--- src/rtl/sensor_conditioner_if.sv ---
// Signal bundle between the sensor front end and the conditioner core.
// The master drives the raw comparator/float levels and the clear request;
// the slave returns the conditioned levels, the fault flag and the update strobe.
interface sensor_conditioner_if;
    logic raw_a;
    logic raw_m;
    logic raw_b;
    logic raw_us;
    logic raw_ua;
    logic raw_t;
    logic fault_clr;
    logic a;
    logic m;
    logic b;
    logic us;
    logic ua;
    logic t;
    logic level_fault;
    logic upd;

    modport master (
        output raw_a, raw_m, raw_b, raw_us, raw_ua, raw_t, fault_clr,
        input  a, m, b, us, ua, t, level_fault, upd
    );

    modport slave (
        input  raw_a, raw_m, raw_b, raw_us, raw_ua, raw_t, fault_clr,
        output a, m, b, us, ua, t, level_fault, upd
    );
endinterface

--- src/rtl/sensor_conditioner.sv ---
// Sensor conditioner: synchronizes and debounces six slow sensor levels,
// checks the three tank floats for physical consistency and raises a sticky
// fault that forces the tank reading to "empty" until it is cleared.
//
// Fault FSM
//   state    | meaning
//   ST_OK    | tank readings trusted, a/m/b follow the debounced floats
//   ST_FAULT | floats inconsistent too long, a/m/b forced to 0 until cleared
module sensor_conditioner #(
    parameter int unsigned DEBOUNCE_CYCLES = 16,
    parameter int unsigned FAULT_CYCLES    = 8
) (
    input logic             clk,
    input logic             rst,
    sensor_conditioner_if.slave bus
);
    // Channel order in every packed vector: 0=a, 1=m, 2=b, 3=us, 4=ua, 5=t.
    localparam int unsigned N_IN    = 6;
    localparam logic [7:0]  DB_LAST = 8'(DEBOUNCE_CYCLES - 1);
    localparam logic [7:0]  FLT_MAX = 8'(FAULT_CYCLES);

    typedef enum logic {ST_OK, ST_FAULT} state_t;

    logic [N_IN-1:0]       raw;
    logic [N_IN-1:0]       sync1;
    logic [N_IN-1:0]       sync2;
    logic [N_IN-1:0]       stable;
    logic [N_IN-1:0][7:0]  db_cnt;
    logic [7:0]            flt_cnt;
    state_t                state;
    state_t                state_next;
    logic                  inconsistent;
    logic                  detect;
    logic                  level_fault;
    logic [6:0]            outs;
    logic [6:0]            outs_prev;
    logic                  upd;

    assign raw = {bus.raw_t, bus.raw_ua, bus.raw_us, bus.raw_b, bus.raw_m, bus.raw_a};

    // Two-flop synchronizer for every asynchronous input.
    always_ff @(posedge clk) begin
        if (rst) begin
            sync1 <= '0;
            sync2 <= '0;
        end else begin
            sync1 <= raw;
            sync2 <= sync1;
        end
    end

    // Per-channel debounce: count disagreeing cycles, accept after DEBOUNCE_CYCLES.
    always_ff @(posedge clk) begin
        if (rst) begin
            stable <= '0;
            db_cnt <= '0;
        end else begin
            for (int i = 0; i < N_IN; i++) begin
                if (sync2[i] == stable[i]) begin
                    db_cnt[i] <= '0;
                end else if (db_cnt[i] == DB_LAST) begin
                    stable[i] <= sync2[i];
                    db_cnt[i] <= '0;
                end else begin
                    db_cnt[i] <= db_cnt[i] + 8'd1;
                end
            end
        end
    end

    // A float above the water while one below is dry cannot happen physically.
    assign inconsistent = (stable[0] & ~stable[1]) | (stable[1] & ~stable[2]);
    assign detect       = (flt_cnt == FLT_MAX);

    // Consecutive-inconsistent-cycle counter, saturating at FAULT_CYCLES.
    always_ff @(posedge clk) begin
        if (rst) begin
            flt_cnt <= '0;
        end else if (!inconsistent) begin
            flt_cnt <= '0;
        end else if (flt_cnt != FLT_MAX) begin
            flt_cnt <= flt_cnt + 8'd1;
        end
    end

    // Fault FSM state register.
    always_ff @(posedge clk) begin
        if (rst) begin
            state <= ST_OK;
        end else begin
            state <= state_next;
        end
    end

    // Fault FSM next state; a fresh detection always beats a clear request.
    always_comb begin
        state_next = state;
        case (state)
            ST_OK: begin
                if (detect) begin
                    state_next = ST_FAULT;
                end
            end
            ST_FAULT: begin
                if (bus.fault_clr && !inconsistent && !detect) begin
                    state_next = ST_OK;
                end
            end
            default: state_next = ST_OK;
        endcase
    end

    assign level_fault = (state == ST_FAULT);
    assign outs = {level_fault, stable[5:3], level_fault ? 3'b000 : stable[2:0]};

    // Change detector: one upd pulse the cycle after any visible output moves.
    always_ff @(posedge clk) begin
        if (rst) begin
            outs_prev <= '0;
            upd       <= 1'b0;
        end else begin
            outs_prev <= outs;
            upd       <= (outs != outs_prev);
        end
    end

    assign bus.a           = outs[0];
    assign bus.m           = outs[1];
    assign bus.b           = outs[2];
    assign bus.us          = outs[3];
    assign bus.ua          = outs[4];
    assign bus.t           = outs[5];
    assign bus.level_fault = outs[6];
    assign bus.upd         = upd;
endmodule

--- src/flat_wrapper.sv ---
// flat-port wrapper written by rule: the top's interface ports become plain ports
module sensor_conditioner_flat 
#(
    parameter int unsigned DEBOUNCE_CYCLES = 16,
    parameter int unsigned FAULT_CYCLES    = 8
)
  (clk, rst, bus_raw_a, bus_raw_m, bus_raw_b, bus_raw_us, bus_raw_ua, bus_raw_t, bus_fault_clr, bus_a, bus_m, bus_b, bus_us, bus_ua, bus_t, bus_level_fault, bus_upd);
  sensor_conditioner_if bus_i ();
  input logic clk;
  input logic rst;
  input wire logic [$bits(bus_i.raw_a)-1:0] bus_raw_a;
  input wire logic [$bits(bus_i.raw_m)-1:0] bus_raw_m;
  input wire logic [$bits(bus_i.raw_b)-1:0] bus_raw_b;
  input wire logic [$bits(bus_i.raw_us)-1:0] bus_raw_us;
  input wire logic [$bits(bus_i.raw_ua)-1:0] bus_raw_ua;
  input wire logic [$bits(bus_i.raw_t)-1:0] bus_raw_t;
  input wire logic [$bits(bus_i.fault_clr)-1:0] bus_fault_clr;
  output wire logic [$bits(bus_i.a)-1:0] bus_a;
  output wire logic [$bits(bus_i.m)-1:0] bus_m;
  output wire logic [$bits(bus_i.b)-1:0] bus_b;
  output wire logic [$bits(bus_i.us)-1:0] bus_us;
  output wire logic [$bits(bus_i.ua)-1:0] bus_ua;
  output wire logic [$bits(bus_i.t)-1:0] bus_t;
  output wire logic [$bits(bus_i.level_fault)-1:0] bus_level_fault;
  output wire logic [$bits(bus_i.upd)-1:0] bus_upd;
  assign bus_i.raw_a = bus_raw_a;
  assign bus_i.raw_m = bus_raw_m;
  assign bus_i.raw_b = bus_raw_b;
  assign bus_i.raw_us = bus_raw_us;
  assign bus_i.raw_ua = bus_raw_ua;
  assign bus_i.raw_t = bus_raw_t;
  assign bus_i.fault_clr = bus_fault_clr;
  assign bus_a = bus_i.a;
  assign bus_m = bus_i.m;
  assign bus_b = bus_i.b;
  assign bus_us = bus_i.us;
  assign bus_ua = bus_i.ua;
  assign bus_t = bus_i.t;
  assign bus_level_fault = bus_i.level_fault;
  assign bus_upd = bus_i.upd;
  sensor_conditioner #(.DEBOUNCE_CYCLES(DEBOUNCE_CYCLES), .FAULT_CYCLES(FAULT_CYCLES)) u_core (.clk(clk), .rst(rst), .bus(bus_i));
endmodule
--- config.mk ---
export PLATFORM = sky130hd
export DESIGN_NAME = sensor_conditioner_flat
export DESIGN_NICKNAME = d
export VERILOG_FILES = /design/src/rtl/sensor_conditioner_if.sv /design/src/rtl/sensor_conditioner.sv /design/src/flat_wrapper.sv
export SDC_FILE = /design/constraint.sdc
export NUM_CORES = 1
export LEC_CHECK = 0
export CORE_AREA = 2 2 95 97
export DETAILED_ROUTE_END_ITERATION = 10
export DIE_AREA = 0 0 97 99
export GPL_TIMING_DRIVEN = 0
export HOLD_SLACK_MARGIN = 0.06
export SETUP_SLACK_MARGIN = 0.15
export SLEW_MARGIN = 0
export SYNTH_ARGS = -nofsm -noshare
export SYNTH_HDL_FRONTEND = slang
export SYNTH_SLANG_ARGS = --single-unit
export TNS_END_PERCENT = 5
--- constraint.sdc ---
create_clock -name clk -period 2.1 [get_ports clk]
set_input_delay 0.315 -clock clk [delete_from_list [all_inputs] [get_ports clk]]
set_output_delay 0.315 -clock clk [all_outputs]
set_load 0.01 [all_outputs]
# After elaboration in Yosys (flattened, before gate mapping)
# Index checks and enable logic that the tools add are counted.
dict set report op_classes {
  addsub 7
  n_eq_ne 15
  muxes 4
  n_bitwise 13
  reduce_logical 17
}
# cell n
set ops {}
lappend ops {{8-bit by 1-bit adder with 8-bit output, second input constant} 7}
lappend ops {{8-bit by 4-bit equality test with 1-bit output, second input constant} 7}
lappend ops {{3-bit OR reduction} 6}
lappend ops {{2-bit AND reduction} 6}
lappend ops {{1-bit NOT} 10}
lappend ops {{8-bit by 4-bit != test with 1-bit output, second input constant} 1}
lappend ops {{7-bit != test} 1}
lappend ops {{1-bit equality test} 6}
lappend ops {{3-bit 2-to-1 mux} 1}
lappend ops {{1-bit bitwise AND} 2}
lappend ops {{1-bit logical AND} 2}
lappend ops {{1-bit logical NOT} 2}
lappend ops {{1-bit 2-to-1 mux} 2}
lappend ops {{1-bit case mux with 2 select lines} 1}
lappend ops {{2-bit OR reduction} 1}
lappend ops {{1-bit OR} 1}
dict set report totals {
  reg_bits 83
  input_bits 9
  out_inout_bits 8
}

# Logic depth before layout (Yosys ltp)
dict set report logic_depth {
  depth_word 8
  depth_mapped 5
  depth_no_buf 5
}

# Worst setup path before layout
# Ideal clock, no wire load.
dict set report synth_path {
  path_kind {reg-to-reg}
  start {register u_core.flt_cnt[0]}
  end {register u_core.flt_cnt[2]}
  setup_ns 0.135
  arrival_ns 1.419
  slack_ns 0.546
  path_stages_with_launch 6
  path_buffers 0
  cell_sequence {dfxtp_1 -> inv_1 -> ha_1 -> or4b_2 -> nor2_1 -> nor3_1}
}
dict set report synth_via {
  elab_chain_cells 1
}
# item line_no
set synth_lines {}
lappend synth_lines {{start: declaration} sensor_conditioner.sv:29} ;# logic [7:0] flt_cnt;
lappend synth_lines {{start signal: assignment} sensor_conditioner.sv:82} ;# flt_cnt <= flt_cnt + 8'd1;
lappend synth_lines {{8-bit by 1-bit adder with 8-bit output or 8-bit by 4-bit != test with 1-bit output (tied branches)} {sensor_conditioner.sv:82, sensor_conditioner.sv:81}}
# Parallel ways exist; a longest one is shown, timed or not.
# A chain may end at the register's enable or synchronous reset.

# Final worst setup path
dict set report layout_path {
  start {register u_core.stable[0]}
  end {output port bus_a}
}
dict set report layout_via {
  elab_chain_cells 1
}
# item line_no
set layout_lines {}
lappend layout_lines {{start: declaration} sensor_conditioner.sv:27} ;# logic [N_IN-1:0] stable;
lappend layout_lines {{start signal: indexed assignment} sensor_conditioner.sv:62} ;# stable[i] <= sync2[i];
lappend layout_lines {{3-bit 2-to-1 mux} sensor_conditioner.sv:114} ;# assign outs = {level_fault, stable[5:3], level_fault ? 3'b000 : stable[2:0]};
lappend layout_lines {{end: declaration} flat_wrapper.sv:18} ;# output wire logic [$bits(bus_i.a)-1:0] bus_a;
# No other way between the ends.

==> flow_summary.json <==
{
  "status": "complete, no violations",
  "required_ns": 1.78,
  "cts.htree.levels": 3,
  "fp-row-count": 34,
  "use_met3_pct": 3.90,
  "synthDistinctLibCells": 37,
  "antenna_found_initial": 0,
  "viasPerCell": 5.05,
  "initialDrtViolationCount": 101,
  "drive_gt1_share_pct": 7.92,
  "numCtsBuffers": 9,
  "final_hold_viol_count": 0,
  "endpoint_kind": "primary output",
  "startpoint_type": "register",
  "dieArea_sq_um": 9600,
  "ir_drop_mv": 0.463,
  "post-synth-top-area-cell": "dfxtp_1",
  "comb_power_share_pct": 2.0,
  "hold_buffers": 0,
  "io_pins": 17,
  "grt_overflow": 0,
  "clock-sinks": 83,
  "root_buffer": "clkbuf_8",
  "syn_area_sq_um": 3370,
  "dieHeight_microns": 99,
  "yosys_warnings": 0,
  "path_class": "register to primary output",
  "power_mw": 2.77,
  "synth_edf_count": 0,
  "worstPathArrival_ns": 1.55,
  "ant_nets": 0,
  "cp_max_fo": 4,
  "nFillCells": 850,
  "fmax_mhz": 535,
  "firstDrtPassIters": 4,
  "relSlewSlack_pct": 59.8,
  "max_cap_viol_count": 0,
  "place_hpwl_mm": 4.09,
  "fin_crit_sh_pct": 89.0,
  "seqPwrFrac_pct": 57.6,
  "total_leakage_power_nw": 1.30,
  "clkTransAtPathRegs_ns": 0.09,
  "synth.yosys.seq_area_share_pct": 49.3,
  "syn_to_final_growth_pct": 14.2,
  "met1_usage_pct": 15.8,
  "grt-busiest-layer": "met2",
  "synthFlopType": "dfxtp_1",
  "syn-num-nets": 390,
  "grt_max_degree": 15,
  "die_x_microns": 97,
  "clock_latency_ns": 0.34,
  "slew_violations": 0,
  "p_sw_uw": 604,
  "worst_pin_slew_ns": 0.599,
  "finalSetupViolations": 0,
  "vias": 2584,
  "core_area_sq_um": 8550,
  "synthesis.instances": 373,
  "grt_use_total_pct": 12.8,
  "portBuffers": 15,
  "skew_ns": 0.00808,
  "p_int_mw": 2.16,
  "start_util_pct": 39.4,
  "met2_usage_pct": 21.2,
  "finalSetupTns_ns": 0,
  "cts_tree": "built",
  "placed_cell_area_sq_um": 3660,
  "swShare_pct": 21.8,
  "synth_common_cells": "dfxtp_1 (83), a21oi_1 (32), nand2_1 (31), o21ai_0 (27), nor2_1 (26)",
  "async_flop_share_pct": 0,
  "netlist.area_leader.share_pct": 49.3,
  "clock_power_share_pct": 40.4,
  "seq_area_sq_um": 1660,
  "grt_pass1_vias": 2340,
  "multiInputGateArea_sq_um": 1630,
  "drc": 0,
  "yosysMostFrequentCell": "dfxtp_1",
  "post-route-min-period_ns": 1.87,
  "power.density_nw_per_um2": 718,
  "stdcell_area_sq_um": 3850,
  "wl_per_cell_microns": 11.4,
  "drt-total-wl_mm": 5.82,
  "hold_path.class": "primary input to register",
  "postSynthAreaPerCell_sq_um": 9.04,
  "antenna_cells": 0,
  "synth_seq_cells": 83,
  "grt_pass1_wl_mm": 10.0,
  "gp_congestion": 0.741,
  "cts_buffer_depth": 2,
  "synth_area_leaders": "dfxtp_1 (49%), a21oi_1 (4.7%), or3_1 (4.6%)",
  "rsz0062_at_grt": "true",
  "layout.nets": 416
}
==> sequential cells by signal, indices dropped and copies added (netlist names) <==
name,cells
u_core.bus.level_fault,1
u_core.bus.upd,1
u_core.db_cnt,48
u_core.flt_cnt,8
u_core.outs_prev,7
u_core.stable,6
u_core.sync1,6
u_core.sync2,6
==> final timing paths <==
| kind | slack, ns | endpoint | start | cells after the start |
|---|---|---|---|---|
| setup / recovery | 0.23 | bus_a | u_core.stable[0]$_SDFFE_PP0P_ | 2 |
| hold / removal | 0.31 | u_core.outs_prev[5]$_SDFF_PP0_ | rst | 2 |
| hold reg to reg | 0.43 | u_core.sync2[1]$_SDFF_PP0_ | u_core.sync1[1]$_SDFF_PP0_ | 1 |
| setup reg to reg | 0.38 | u_core.flt_cnt[2]$_SDFFE_PP0N_ | u_core.flt_cnt[0]$_SDFFE_PP0N_ | 5 |
==> placed cells by master, fill, tap and decap left out, types with 15 or more instances in the layout <==
cell type,Yosys,routed
nand3_1,20,20
dfxtp_1,83,83
clkdlybuf4s50_1,0,15
inv_1,19,19
o21ai_0,27,27
a21oi_1,32,32
nor2_1,26,26
xor2_1,15,15
or3_1,25,25
nand2_1,31,31
nor2b_1,20,19
==> cell type report <==
| class | count | area share, % |
|---|---|---|
| clock inverters | 6 | 1.69 |
| repair buffers | 15 | 3.90 |
| inverters | 19 | 1.85 |
| plain buffers | 4 | 0.422 |
| well taps | 108 | 3.51 |
| clock buffers | 10 | 3.31 |
| flip-flops and latches | 83 | 43.1 |
| multi-input cells | 267 | 42.2 |
==> metrics by stage <==
stage / setup WS [ns] / std cells / utilization, % / hold slack (ns)
3_3_place_gp: 0.394 / 496 / 42.8 / 0.419
4_1_cts: 0.169 / 512 / 45.1 / 0.301
3_5_place_dp: 0.373 / 496 / 42.8 / 0.424
5_1_grt: 0.121 / 512 / 45.1 / 0.330
2_1_floorplan: 0.546 / 373 / - / 0.414
6_report: 0.231 / 512 / 45.1 / 0.308
==> logic make-up after synthesis <==
logic type	share of synthesized area, %
buffers and inverters	2.60
AND/OR/NAND/NOR	25.6
XOR/XNOR	5.97
flip-flops	49.3
adder cells (fa/ha/maj)	2.97
AO/OA/AOI/OAI	13.6
==> critical path, stage by stage, from the launching register on <==
cell and delay [ns]:
dfxtp_1 0.40, nor2b_2 0.24, clkdlybuf4s50_1 0.57
==> layer usage <==
layer,wire length (microns),up-vias
met4,81,0
met2,2500,25
met3,184,8
met1,3060,1184
met5,0,-
li1,-,1367
==> power by group through the flow <==
stage               logic, mW  registers (mW)  clock network [mW]
floorplan              0.0320            1.63                   0
global placement       0.0555            1.63                   0
detailed placement     0.0561            1.63                   0
CTS                    0.0564            1.59                1.17
global route           0.0637            1.60                1.23
finish                 0.0549            1.59                1.12
==> repair_timing <==
action	in CTS	in global routing
buffers inserted	0	0
resized for setup	1	0
pin swaps	0	0
endpoints found under the setup margin	1	3
Power figures use the tool's default switching activity.
